--- config.mk ---
export PLATFORM = sky130hd
export DESIGN_NAME = onehot_encoder_buf
export DESIGN_NICKNAME = d
export VERILOG_FILES = /design/src/rtl/onehot_encoder_buf.sv
export SDC_FILE = /design/constraint.sdc
export NUM_CORES = 1
export LEC_CHECK = 0
export ABC_AREA = 1
export CAP_MARGIN = 20
export CORE_MARGIN = 1
export CORE_UTILIZATION = 40
export DETAILED_ROUTE_END_ITERATION = 16
export PLACE_DENSITY = 0.69
export SYNTH_ARGS = -nofsm -noshare
export SYNTH_HDL_FRONTEND = slang
export SYNTH_SLANG_ARGS = --single-unit
--- constraint.sdc ---
create_clock -name clk -period 4.23 [get_ports clk]
set_clock_uncertainty 0.15 [all_clocks]
set_input_delay 0.846 -clock clk [delete_from_list [all_inputs] [get_ports clk]]
set_output_delay 0.846 -clock clk [all_outputs]
set_load 0.02 [all_outputs]
--- src/rtl/onehot_encoder_buf.sv ---
// -----------------------------------------------------------------------------
// onehot_encoder_buf
//   Encodes a 4-bit one-hot word into a 2-bit index, MSB priority:
//   bit3->00, bit2->01, bit1->10, bit0->11. Any word that is not exactly
//   one-hot (all-zero or multi-hot) is flagged with out_err. Words travel on
//   a valid/ready stream through a 2-entry in-order output buffer. Flagged
//   words are counted at push time in a saturating counter.
//
// Ports
//   clk        in   1          rising-edge clock
//   rst        in   1          asynchronous reset, active-high
//   in_valid   in   1          in_onehot holds a valid word
//   in_ready   out  1          block accepts a word this cycle
//   in_onehot  in   4          one-hot word, bit3 maps to code 00
//   out_valid  out  1          out_code/out_err hold the oldest result
//   out_ready  in   1          consumer takes the result this cycle
//   out_code   out  2          encoded index
//   out_err    out  1          source word was zero or multi-hot
//   err_clr    in   1          synchronous clear of err_count
//   err_count  out  ERR_CNT_W  saturating count of accepted error words
// -----------------------------------------------------------------------------
module onehot_encoder_buf #(
   parameter int ERR_CNT_W = 8
) (
   input  logic                 clk,
   input  logic                 rst,
   input  logic                 in_valid,
   output logic                 in_ready,
   input  logic [3:0]           in_onehot,
   output logic                 out_valid,
   input  logic                 out_ready,
   output logic [1:0]           out_code,
   output logic                 out_err,
   input  logic                 err_clr,
   output logic [ERR_CNT_W-1:0] err_count
);

   localparam logic [ERR_CNT_W-1:0] ERR_MAX = {ERR_CNT_W{1'b1}};

   // Returns {err, code[1:0]} for a 4-bit word.
   function automatic logic [2:0] encode_word(input logic [3:0] word);
      logic [1:0] code_v;
      logic [2:0] ones_v;
      ones_v = 3'd0;
      for (int i = 0; i < 4; i++) begin
         ones_v = ones_v + {2'b00, word[i]};
      end
      casez (word)
         4'b1???: code_v = 2'b00;
         4'b01??: code_v = 2'b01;
         4'b001?: code_v = 2'b10;
         4'b0001: code_v = 2'b11;
         default: code_v = 2'b00;   // all-zero word
      endcase
      return {(ones_v != 3'd1), code_v};
   endfunction

   // Buffer entries hold {err, code}; slot0_r is always the oldest entry.
   logic [2:0]           slot0_r;
   logic [2:0]           slot1_r;
   logic [1:0]           occ_r;
   logic                 rdy_en_r;   // low during reset and until the first edge after it
   logic [ERR_CNT_W-1:0] err_cnt_r;

   logic                 push_s;
   logic                 pop_s;
   logic [2:0]           enc_s;
   logic                 in_ready_s;

   // Handshake decode; ready depends on registered state only.
   always_comb begin
      enc_s      = encode_word(in_onehot);
      in_ready_s = rdy_en_r && (occ_r < 2'd2);
      push_s     = in_valid && in_ready_s;
      pop_s      = (occ_r != 2'd0) && out_ready;
   end

   // Two-entry in-order buffer and occupancy tracking.
   always_ff @(posedge clk or posedge rst) begin
      if (rst) begin
         slot0_r  <= 3'b000;
         slot1_r  <= 3'b000;
         occ_r    <= 2'd0;
         rdy_en_r <= 1'b0;
      end else begin
         rdy_en_r <= 1'b1;
         case ({push_s, pop_s})
            2'b10: begin
               if (occ_r == 2'd0) begin
                  slot0_r <= enc_s;
               end else begin
                  slot1_r <= enc_s;
               end
               occ_r <= occ_r + 2'd1;
            end
            2'b01: begin
               slot0_r <= slot1_r;
               occ_r   <= occ_r - 2'd1;
            end
            // Push and pop together only happen at occupancy 1 (push is
            // blocked at 2), so the new word simply replaces the head.
            2'b11: begin
               slot0_r <= enc_s;
            end
            default: begin
               slot0_r <= slot0_r;
            end
         endcase
      end
   end

   // Saturating error counter; a clear wins over a same-cycle error push.
   always_ff @(posedge clk or posedge rst) begin
      if (rst) begin
         err_cnt_r <= {ERR_CNT_W{1'b0}};
      end else if (err_clr) begin
         err_cnt_r <= {ERR_CNT_W{1'b0}};
      end else if (push_s && enc_s[2] && (err_cnt_r != ERR_MAX)) begin
         err_cnt_r <= err_cnt_r + {{(ERR_CNT_W-1){1'b0}}, 1'b1};
      end else begin
         err_cnt_r <= err_cnt_r;
      end
   end

   assign in_ready  = in_ready_s;
   assign out_valid = (occ_r != 2'd0);
   assign out_code  = slot0_r[1:0];
   assign out_err   = slot0_r[2];
   assign err_count = err_cnt_r;

endmodule
==> run_results.csv <==
group,metric,value,unit
run_status,status,"complete, no violations",
floorplanning,die_area,0.002983,mm²
worst_setup_path,startpoint,"in_onehot[0]",
global_routing,grt.overflow.total,0,
power_and_ir_drop,peakVddDrop,0.2713,mV
clocking,path_clk_slew,0.10,ns
worst_setup_path,critPathRequiredTime,4.28,ns
floorplanning,num_io_pins,22,
min_path,hold_class,"reg2reg",
global_routing,grt_max_degree,18,
synth,synth_ff_type,"dfrtp_1",
power_and_ir_drop,p_leak,0.6987,nW
clocking,post_cts_buffers,0,
layout,nFillCells,250,
global_routing,grt_pass1_wl,3581,µm
worst_setup_path,critPathKind,"in2reg",
clocking,clock_latency,0.30,ns
synth,synth_fp_nets,162,
synth,ys_seq_area_share,38.42,%
route,drt-initial-drc-count,23,
power_and_ir_drop,power.switching,218.6,µW
layout,final_util,54.13,%
synth,yosysTopAreaCell,"dfrtp_1",
layout,syn_to_final_growth,24.41,%
worst_setup_path,start_kind,"input port",
floorplanning,coreArea,0.002545,mm²
clocking,cts_buffers,3,
route,firstDrtPassIters,4,
clocking,clk_path_buf_depth,2,
timing,setup_viol,0,
worst_setup_path,r2r-end,"slot1_r[0]$_DFFE_PP0P_",
power_and_ir_drop,sw_frac_of_total,38.93,%
synth,synth_edf_count,0,
synth,yosys.area.top_type_share,38.42,%
timing,rsz0062_at_grt,"false",
clocking,root_buffer,"clkbuf_4",
timing,fin_crit,3.051,ns
power_and_ir_drop,pwr-share-seq,41.8,%
timing,tns,0,ns
worst_setup_path,crit_path_max_incr_delay,0.54,ns
clocking,htree_levels,1,
timing,max_slew.worst_pin.slew,0.6386,ns
worst_setup_path,reg2reg_depth,7,
layout,drive_gt1_share,14.12,%
global_routing,grt_antenna_before_repair,0,
clocking,cts_resized,0,
worst_setup_path,path_cells,"clkdlybuf4s50_1, inv_1, fa_1, inv_1, ha_1, ha_1, inv_1, nand2_1, nor2_1, nor2_1, nand2_2, nand2_2, nand2_1, nand2_1",
timing,post-route-period-util,72.14,%
power_and_ir_drop,power_frac_comb,42.5,%
synth,yosysWarnings,0,
worst_setup_path,reg2reg_from,"occ_r[0]$_DFFE_PP0P_",
synth,avgSynthCellArea,7.584,µm²
synth,synth_area_leaders,"dfrtp_1, nand2_1, ha_1",
timing,final_max_slew_viol_count,0,
timing,setup_ws,1.179,ns
route,num_vias,953,
floorplanning,die_x,54.62,µm
power_and_ir_drop,cellPowerDensity,407.5,mW/mm²
clocking,cts_tree,"built",
floorplanning,rows,18,
synth,synth_common_cells,"nand2_1, inv_1, dfrtp_1, nand3_1, nor2_1",
synth,async_flop_share,100.0,%
timing,whs,0.3451,ns
worst_setup_path,slowest_stage,"fa_1",
synth,synth_most_common_cell,"nand2_1",
place,place.port_buffers,21,
timing,hold_viol,0,
timing,slew_headroom,57.38,%
clocking,ctsHoldBuffers,0,
synth,synth-seq-cells,17,
place,dp_worst_setup_slack,0.8616,ns
worst_setup_path,critPathCaptureType,"flip-flop",
clocking,cts_sinks,17,
synth,ys_types,26,
floorplanning,die_y,54.62,µm
place,gp_congestion,0.8107,
synth,synthesis.instances,146,
route,drt-total-wl,2132,µm
power_and_ir_drop,p_clk_share,15.8,%
power_and_ir_drop,internal_power,342.8,µW
route,wl_per_cell,10.66,µm
run,maxCapViolCount,0,
worst_setup_path,crit_path_max_fanout,8,
place,dp_hpwl,1672,µm
worst_setup_path,worstPathArrival,3.10,ns
route,drt_drc_violations_left,0,
layout,nets,187,
worst_setup_path,r2r_setup_slack,2.47,ns
floorplanning,start_util,43.51,%
global_routing,grt_usage,17.51,%
route,viasPerCell,4.765,
synth,synth_area,0.001107,mm²
global_routing,grt_pass1_vias,843,
route,ant_nets,0,
worst_setup_path,crit_path_end,"err_count[6]$_DFFE_PP0P_",
layout,antenna_cells,0,
timing,fmax,327.7,MHz
-- state kept, by name, indices dropped and copies added (netlist names) --
name and cells:
err_count 8, slot0_r 3, slot1_r 3, occ_r 2, rdy_en_r 1
-- power groups by stage --
| stage | combinational, mW | clock [mW] | sequential, mW |
|---|---|---|---|
| 3_3_place_gp | 0.234 | 0 | 0.235 |
| 2_1_floorplan | 0.140 | 0 | 0.253 |
| 6_report | 0.238 | 0.0885 | 0.234 |
| 3_5_place_dp | 0.241 | 0 | 0.238 |
| 4_1_cts | 0.242 | 0.0922 | 0.235 |
| 5_1_grt | 0.272 | 0.100 | 0.242 |
-- placed cells by master (no fill, tap or decap), types with 2 or more instances in the layout --
cell,synthesis,routed
o21ai_0,6,6
nand2_2,4,4
nor2_1,11,11
clkbuf_4,0,3
ha_1,6,6
nand2_1,36,36
dfrtp_1,17,17
nor2_2,4,4
o211ai_1,2,2
clkdlybuf4s50_1,0,21
nand3_1,15,15
a21oi_1,5,5
inv_1,20,20
inv_2,6,6
-- how the worst min path moves through the flow --
stage               slack, ns                   start                     end  depth (start not counted)
finish                   0.35  slot0_r[0]$_DFFE_PP0P_  slot0_r[0]$_DFFE_PP0P_                          2
global route             0.38  slot0_r[0]$_DFFE_PP0P_  slot0_r[0]$_DFFE_PP0P_                          2
CTS                      0.35  slot0_r[0]$_DFFE_PP0P_  slot0_r[0]$_DFFE_PP0P_                          2
detailed placement       0.33  slot0_r[0]$_DFFE_PP0P_  slot0_r[0]$_DFFE_PP0P_                          2
global placement         0.31  slot1_r[0]$_DFFE_PP0P_  slot1_r[0]$_DFFE_PP0P_                          1
floorplan                0.30  slot1_r[0]$_DFFE_PP0P_  slot1_r[0]$_DFFE_PP0P_                          1
-- critical path, delay by kind of cell --
kind | cells | cell delay, ns
and+or+nand+nor | 7 | 0.60
adders and majority gates | 3 | 0.98
buffers and inverters | 4 | 0.67
-- final cells by class --
type	count	area [µm²]	area share, %
clock buffer	3	22.52	1.635
sequential	17	425.4	30.88
tap	30	37.54	2.725
inverter	26	97.59	7.084
clock inverter	1	5.005	0.3633
timing repair buffer	21	210.2	15.26
multi-input combinational	102	579.3	42.05
-- per-stage QoR --
stage	cell area [µm²]	cells	total power, mW
floorplan	1107	146	0.3929
global placement	1350	196	0.4699
finish	1378	200	0.5614
CTS	1378	200	0.5697
detailed placement	1350	196	0.4790
global route	1378	200	0.6140
-- cells by family (layout without fill, tap and decap cells) --
family	count (synthesis)	count (layout)	synth area share (%)
and+or+nand+nor	75	75	32.43
buffers and inverters	27	51	9.265
DFF	17	17	38.42
AOI/OAI and AO/OA	16	16	8.361
adders and majority gates	7	7	8.587
xor gates and xnor gates	2	2	1.582
other	1	1	0.3387
muxes	1	1	1.017
-- per-layer routing --
| layer | vias to the layer above | GRT usage, % | share of wire (%) |
|---|---|---|---|
| met5 | - | 0 | 0 |
| met4 | 0 | 5.128 | 0.70 |
| met3 | 2 | 6.111 | 4.4 |
| met2 | 25 | 27.11 | 48 |
| met1 | 423 | 22.86 | 47 |
| li1 | 503 | - | - |
Note: power is estimated with default switching activity, not from simulation.
